`src/rtl/pc_pkg.sv`:
```
// Shared types and default sizes for the fetch-stage program counter and
// its return-address stack.
package pc_pkg;

  localparam int unsigned PC_D_DEFAULT      = 12;
  localparam int unsigned RAS_DEPTH_DEFAULT = 4;

  typedef enum logic [2:0] {
    PC_INC  = 3'd0,
    PC_REL  = 3'd1,
    PC_ABS  = 3'd2,
    PC_CALL = 3'd3,
    PC_RET  = 3'd4
  } pc_sel_e;

  typedef enum logic {
    RUN    = 1'b0,
    HALTED = 1'b1
  } pc_state_e;

endpackage

```
`src/rtl/pc_ras.sv`:
```
// Circular return-address stack: a push onto a full stack overwrites the
// oldest entry; the overflow and underflow flags stay set until reset.
module pc_ras
  import pc_pkg::*;
#(
  parameter int unsigned D     = PC_D_DEFAULT,
  parameter int unsigned DEPTH = RAS_DEPTH_DEFAULT
) (
  input  logic                       clk,
  input  logic                       reset,
  input  logic                       push,
  input  logic                       pop,
  input  logic [D-1:0]               push_data,
  output logic [D-1:0]               top,
  output logic                       empty,
  output logic [$clog2(DEPTH+1)-1:0] count,
  output logic                       overflow,
  output logic                       underflow
);

  localparam int unsigned PW = $clog2(DEPTH);
  localparam int unsigned CW = $clog2(DEPTH + 1);
  localparam logic [PW-1:0] PTR_ONE  = PW'(1'b1);
  localparam logic [CW-1:0] CNT_ONE  = CW'(1'b1);
  localparam logic [CW-1:0] CNT_FULL = CW'(DEPTH);

  logic [D-1:0]  mem_r [DEPTH];
  logic [PW-1:0] sp_r;
  logic [CW-1:0] count_r;
  logic          overflow_r;
  logic          underflow_r;

  // sp_r addresses the next free slot; because DEPTH is a power of two it
  // wraps onto the oldest entry once the stack is full.
  always_ff @(posedge clk) begin
    if (!reset) begin
      for (int i = 0; i < DEPTH; i++) begin
        mem_r[i] <= {D{1'b0}};
      end
      sp_r        <= {PW{1'b0}};
      count_r     <= {CW{1'b0}};
      overflow_r  <= 1'b0;
      underflow_r <= 1'b0;
    end else if (push) begin
      mem_r[sp_r] <= push_data;
      sp_r        <= sp_r + PTR_ONE;
      if (count_r == CNT_FULL) begin
        overflow_r <= 1'b1;
      end else begin
        count_r <= count_r + CNT_ONE;
      end
    end else if (pop) begin
      if (count_r != {CW{1'b0}}) begin
        sp_r    <= sp_r - PTR_ONE;
        count_r <= count_r - CNT_ONE;
      end else begin
        underflow_r <= 1'b1;
      end
    end else begin
      sp_r <= sp_r;
    end
  end

  assign top       = mem_r[sp_r - PTR_ONE];
  assign empty     = (count_r == {CW{1'b0}});
  assign count     = count_r;
  assign overflow  = overflow_r;
  assign underflow = underflow_r;

endmodule

```
`src/rtl/pc_unit.sv`:
```
// Fetch-stage program counter: prioritised next-PC selection, call/return
// through pc_ras, stall, and a halt state left only through reset.
module pc_unit
  import pc_pkg::*;
#(
  parameter int unsigned  D          = PC_D_DEFAULT,
  parameter int unsigned  RAS_DEPTH  = RAS_DEPTH_DEFAULT,
  parameter logic [D-1:0] START_ADDR = {D{1'b0}}
) (
  input  logic                           clk,
  input  logic                           reset,
  input  logic                           stall,
  input  logic                           halt,
  input  logic                           rel_jump_en,
  input  logic                           abs_jump_en,
  input  logic                           call_en,
  input  logic                           ret_en,
  input  logic [D-1:0]                   jump_offset,
  input  logic [D-1:0]                   jump_target,
  output logic [D-1:0]                   prog_ctr_out,
  output logic                           done,
  output logic [$clog2(RAS_DEPTH+1)-1:0] ras_count,
  output logic                           ras_overflow,
  output logic                           ras_underflow
);

  localparam logic [D-1:0] PC_ONE = D'(1'b1);

  pc_state_e    state_r, state_next_s;
  pc_sel_e      sel_s;
  logic [D-1:0] pc_r, pc_next_s, pc_inc_s;
  logic         done_r;
  logic         advance_s, push_s, pop_s;
  logic [D-1:0] ras_top_s;
  logic         ras_empty_s;

  assign pc_inc_s  = pc_r + PC_ONE;
  assign advance_s = (state_r == RUN) && !stall && !halt;
  assign push_s    = advance_s && (sel_s == PC_CALL);
  assign pop_s     = advance_s && (sel_s == PC_RET);

  // Priority encode the control requests; lower-priority ones are dropped.
  always_comb begin
    sel_s = PC_INC;
    if (ret_en) begin
      sel_s = PC_RET;
    end else if (call_en) begin
      sel_s = PC_CALL;
    end else if (abs_jump_en) begin
      sel_s = PC_ABS;
    end else if (rel_jump_en) begin
      sel_s = PC_REL;
    end else begin
      sel_s = PC_INC;
    end
  end

  // Next-PC mux; a return on an empty stack falls through to PC+1.
  always_comb begin
    pc_next_s = pc_inc_s;
    case (sel_s)
      PC_RET:  pc_next_s = ras_empty_s ? pc_inc_s : ras_top_s;
      PC_CALL: pc_next_s = jump_target;
      PC_ABS:  pc_next_s = jump_target;
      PC_REL:  pc_next_s = pc_r + jump_offset;
      PC_INC:  pc_next_s = pc_inc_s;
      default: pc_next_s = pc_inc_s;
    endcase
  end

  // Halt is only honoured when not stalled; HALTED is left only by reset.
  always_comb begin
    state_next_s = state_r;
    case (state_r)
      RUN: begin
        if (halt && !stall) begin
          state_next_s = HALTED;
        end else begin
          state_next_s = RUN;
        end
      end
      HALTED:  state_next_s = HALTED;
      default: state_next_s = RUN;
    endcase
  end

  // State, PC and halted-flag registers.
  always_ff @(posedge clk) begin
    if (!reset) begin
      state_r <= RUN;
      pc_r    <= START_ADDR;
      done_r  <= 1'b0;
    end else begin
      state_r <= state_next_s;
      done_r  <= (state_next_s == HALTED);
      if (advance_s) begin
        pc_r <= pc_next_s;
      end else begin
        pc_r <= pc_r;
      end
    end
  end

  pc_ras #(
    .D     (D),
    .DEPTH (RAS_DEPTH)
  ) u_ras (
    .clk       (clk),
    .reset     (reset),
    .push      (push_s),
    .pop       (pop_s),
    .push_data (pc_inc_s),
    .top       (ras_top_s),
    .empty     (ras_empty_s),
    .count     (ras_count),
    .overflow  (ras_overflow),
    .underflow (ras_underflow)
  );

  assign prog_ctr_out = pc_r;
  assign done         = done_r;

endmodule

```
`config.mk`:
```
export PLATFORM = sky130hd
export DESIGN_NAME = pc_unit
export DESIGN_NICKNAME = d
export VERILOG_FILES = /design/src/rtl/pc_pkg.sv /design/src/rtl/pc_ras.sv /design/src/rtl/pc_unit.sv
export SDC_FILE = /design/constraint.sdc
export NUM_CORES = 1
export LEC_CHECK = 0
export CAP_MARGIN = 40
export CORE_UTILIZATION = 56
export DETAILED_ROUTE_END_ITERATION = 16
export GPL_TIMING_DRIVEN = 1
export PLACE_DENSITY = 0.84
export SLEW_MARGIN = 20
export SYNTH_ARGS = -nofsm -noshare
export SYNTH_HDL_FRONTEND = slang
export SYNTH_SLANG_ARGS = --single-unit
```
`constraint.sdc`:
```
create_clock -name clk -period 3 [get_ports clk]
set_input_delay 0.9 -clock clk [delete_from_list [all_inputs] [get_ports clk]]
set_output_delay 0.9 -clock clk [all_outputs]
set_load 0.02 [all_outputs]
```
# Word level (Yosys, flattened, before mapping)
# Memory sizes are Yosys's and may differ from the RTL's.
# Cells that the tools add are included.
# Widths: inputs -> output; s select.
totals:
  reg_bits: 20
  input_bits: 32
  mem_bits_rw: 48
  output_inout_bits: 18
  wordCells: 61
  memories: 1
memory_table:
  columns: ["memory", "words", "width", "rd", "rd_ports_with_merged_regs", "wr", "line_no", "rtl"]
  rows:
  - ["u_ras.mem_r", 4, 12, 1, 0, 4, "pc_ras.sv:27", "logic [D-1:0] mem_r [DEPTH];"]
classes:
  n_addsub: 6
  n_eq_ne: 6
  n_mux: 22
  reduce_logical: 17
  bitwise: 3
ops:
  columns: ["op", "n"]
  rows:
  - ["$pmux 12 s3", 1]
  - ["$mux 12", 2]
  - ["$mux 3", 5]
  - ["$add 12x1->12 const B", 1]
  - ["$add 12x12->12", 1]
  - ["$mux 2", 6]
  - ["$reduce_or 12->1", 1]
  - ["$mux 1", 7]
  - ["$eq 3x2->1 const B", 2]
  - ["$eq 3x3->1 const B", 2]
  - ["$reduce_and 3->1", 2]
  - ["$logic_and 1x1->1", 5]
  - ["$reduce_and 2->1", 2]
  - ["$reduce_bool 2->1", 2]
  - ["$add 3x1->3 const B", 1]
  - ["$eq 3x1->1 const B", 1]
  - ["$logic_not 3->1", 1]
  - ["$not 1->1", 3]
  - ["$reduce_bool 3->1", 1]
  - ["$sub 3x1->3 const B", 1]
  - ["$add 2x1->2 const B", 1]
  - ["$logic_not 1->1", 2]
  - ["$ne 2x2->1 const B", 1]
  - ["$pmux 1 s2", 1]
  - ["2 further kinds", 2]

# Longest topological paths before layout
logic_depth:
  depth_word: 11
  depth_mapped: 8
  ltp_nobuf: 8

# Hierarchy
# From an unflattened synthesis, not the netlist that was laid out.
hier_totals:
  cells_unflattened: 384
  area_unflattened_um2: 3970.1
by_module_without_submodules:
  columns: ["module", "cells_each", "area_each_um2", "n_inst"]
  rows:
  - ["pc_ras", 183, 2446.1, 1]
  - ["pc_unit", 201, 1524.0, 1]

# Worst setup path before layout
# Ideal clock, no wire load.
synth_path:
  kind: "input port to flip-flop"
  start: "input stall"
  end: "memory u_ras.mem_r[1][0] (netlist bit), enable pin"
  path_slack_ns: 0.241
  t_arrival_ns: 2.362
  cell_stages: 3
  path_buffers: 0
  required_time_ns: 2.602
  cell_sequence: "nor3_2 -> nand3_2 -> o21ai_0"
synth_rtl:
  columns: ["item", "line_no", "rtl"]
  rows:
  - ["start: declaration", "pc_unit.sv:12", "input logic stall,"]
  - ["end: declaration", "pc_ras.sv:27", null]

# Worst setup path after layout
layout_path:
  start: "input jump_offset[0]"
  end: "register pc_r[8] (netlist: prog_ctr_out[8])"
layout_via:
  elab_chain_cells: 2
layout_rtl:
  columns: ["item", "line_no", "rtl"]
  rows:
  - ["start: declaration", "pc_unit.sv:18", "input logic [D-1:0] jump_offset,"]
  - ["$add 12x12->12", "pc_unit.sv:65", "PC_REL: pc_next_s = pc_r + jump_offset;"]
  - ["$pmux 12 s3", "pc_unit.sv:61", "case (sel_s)"]
  - ["end signal: assignment", "pc_unit.sv:97", "pc_r <= pc_next_s;"]
  - ["end signal: assignment", "pc_unit.sv:99", "pc_r <= pc_r;"]
  - ["end: declaration", "pc_unit.sv:31", "logic [D-1:0] pc_r, pc_next_s, pc_inc_s;"]
# Every way passes these cells.
# A chain may end at the register's enable or synchronous reset.

==> impl_metrics.ini <==
[timing]
tightest_slew_ns = 0.717
skew_ns = 0.00864
fmax_mhz = 360
slew_headroom = 0.522
period_needed_ns = 2.78
fin_crit_sh = 0.927
final-setup-viol-count = 0
rsz0062_at_grt = false
final_max_slew_viol_count = 0
hold_viol_final = 0
finalSetupTns_ns = 0

[yosys]
yosysUniqueCellTypes = 51
synth_top_cell_area_share = 0.364
synth-seq-cells = 68
postSynthCellCount = 387
ys_seq_area_frac = 0.465
syn_area_sq_um = 3960
async_flop_share = 0
synthTopCellsByArea = edfxtp_1, dfxtp_1, mux4_2
synth_edf_count = 48
yosys.area.top_type = edfxtp_1
syn_nets = 433
synth.avg_cell_area_sq_um = 10.2
ys.flop_type = edfxtp_1
synth_warnings = 0

[global_route]
globalRouteOverflowTotal = 0
grt_pass1_vias = 3358
grt_max_degree = 28
grt_pass1_wl_um = 16300
grt.total_usage = 0.294
antenna_found_initial = 0

[clock_network]
clockRootBuffer = clkbuf_8
clockBufferDepth = 2
post_cts_resized = 0
clk_latency_ns = 0.34
postCtsSetupBuffers = 0
htreeDepth = 3
cts_buffers = 9
cts_hold_buf = 0
path_clk_slew_ns = 0.08
cts_tree = done
clock-sinks = 68

[placement]
hpwlAfterDp_um = 7330
numPortBuffers = 49
place_congestion = 0.858

[flow_run]
drv_cap = 0

[drt]
drt-total-wl_um = 10300
vias_per_cell = 6.19
dr.pass1.iters = 5
postRouteAntennaNets = 0
via_count = 3406
drcViolationCount = 0
drt_iter0_drc = 322
routedWlPerCell_um = 18.6

[die]
die_height_um = 86.1
die_area_sq_um = 7410
core_area_sq_um = 6790
start_util = 0.583
die_w_um = 86.1
pin_count = 50
rows = 30

[final_layout]
area_delta_synth_final_pct = 22.8
layout_commonest_cell = nor2_1
diodes = 0
layout-drive-gt1-share = 0.145
fill_cells = 499
final_cell_mix = nor2_1, clkdlybuf4s50_1, edfxtp_1, a21oi_1, nand2_1
fin_nets = 495

[pwr]
clockPowerShare = 0.352
p_sw_frac = 0.264
finalPower_mw = 2.31
irDropWorstVdd_v = 0.000316
power_frac_seq = 0.469
power.switching_uw = 610
pwr-share-comb = 0.180
power_density_nw_per_um2 = 474
leakage_nw = 1.74
p_int_mw = 1.70

[setup_path]
rrSetupSlack_ns = 0.65
worstPathRequired_ns = 3.27
r2r-start = prog_ctr_out[0]
rr_worst_depth = 8
arrival_ns = 3.05
critPathMostFrequentCell = a21oi_1
critPathCaptureType = flip-flop
path_max_fanout = 4
cpMaxStageDelayCell = clkdlybuf4s50_1
cpPeakStageDelay_ns = 0.41
path_class = primary input to flip-flop
path_cells = clkdlybuf4s50_1, ha_1, fa_1, a21oi_1, o22ai_1, o41ai_1, xnor2_1, nand2_1, a21oi_1
critPathLaunchType = primary input
r2r-end = prog_ctr_out[8]

[status]
status = finished, final reports clean

[min_path]
holdPathEnd = u_ras.underflow
min_from = u_ras.underflow
hp-class = flip-flop to flip-flop
hold_depth = 2
-- per-stage QoR --
step	setup WS (ns)	hold slack, ns	utilization	instance area (sq um)	instances
global route	0.0717	0.516	0.716	4860	550
floorplan	0.241	0.555	-	3960	387
detailed placement	-0.0847	0.472	0.685	4660	534
finish	0.220	0.485	0.716	4860	550
global placement	-0.0537	0.449	0.685	4660	534
CTS	0.255	0.490	0.716	4860	550
-- power by group through the flow --
stage / combinational [mW] / sequential, mW / clock [mW]
2_1_floorplan: 0.243 / 1.10 / 0
3_3_place_gp: 0.398 / 1.10 / 0
3_5_place_dp: 0.407 / 1.10 / 0
4_1_cts: 0.409 / 1.08 / 0.815
5_1_grt: 0.447 / 1.09 / 0.867
6_report: 0.415 / 1.08 / 0.811
-- worst max-delay path: cells and delay by family --
family | cells | cell delay (ns)
AOI/OAI and AO/OA | 4 | 0.86
adders and majority gates | 2 | 0.65
buffers and inverters | 1 | 0.41
xor gates and xnor gates | 1 | 0.16
and+or+nand+nor | 1 | 0.07
-- how the worst max path moves through the flow --
stage / from / endpoint / slack, ns / cells past startpoint
2_1_floorplan: stall / u_ras.mem_r[1][0] / 0.24 / 3
3_3_place_gp: jump_offset[0] / prog_ctr_out[10] / -0.05 / 9
3_5_place_dp: jump_offset[0] / prog_ctr_out[8] / -0.08 / 9
4_1_cts: jump_offset[0] / prog_ctr_out[8] / 0.25 / 9
5_1_grt: jump_offset[0] / prog_ctr_out[8] / 0.07 / 9
6_report: jump_offset[0] / prog_ctr_out[8] / 0.22 / 9
-- flip-flops by register name (all words and copies together) (netlist names) --
name and flops:
u_ras.mem_r 48, prog_ctr_out 12, u_ras.count 3, u_ras.sp_r 2, done 1, u_ras.overflow 1, u_ras.underflow 1
-- synth_stat cells (all sizes together), types with 2 or more instances --
master	n
xnor2	8
a211oi	3
mux4	12
nand4	2
ha	12
clkbuf	13
o21a	2
o211ai	4
a221oi	5
nand3	13
a21oi	31
buf	11
dfxtp	20
nor4	2
or3	7
inv	8
xor2	13
nand2b	6
nor2	53
a31oi	5
o221ai	3
nand2	29
a21o	2
fa	2
a221o	4
nor3	26
edfxtp	48
and4	3
o21ai	25
-- final cells by class --
cell class	instances	area [sq um]	area share
Timing Repair Buffer	75	686	0.141
Tap cell	96	120	0.0247
Clock inverter	5	76.3	0.0157
Inverter	8	30.0	0.00617
Clock buffer	11	131	0.0270
Multi-Input combinational cell	287	1980	0.407
Sequential cell	68	1840	0.379
-- cells by family (layout without fill, tap and decap cells) --
kind of cell,after synthesis,after routing,share of synthesized area
AO/OA/AOI/OAI,91,91,0.143
XOR/XNOR,21,21,0.0464
adder cells (fa/ha/maj),14,14,0.0480
buffers and inverters,32,99,0.0351
flip-flops,68,68,0.465
multiplexers,13,13,0.0708
AND/OR/NAND/NOR,148,148,0.191
-- routing by layer --
metal | vias to the layer above | track usage | wire (um)
met5 | - | 0 | 0
met4 | 0 | 0.130 | 314
met3 | 32 | 0.0703 | 839
met2 | 192 | 0.488 | 5050
met1 | 1617 | 0.368 | 4050
li1 | 1565 | - | -
Note: power is estimated with default switching activity, not from simulation.
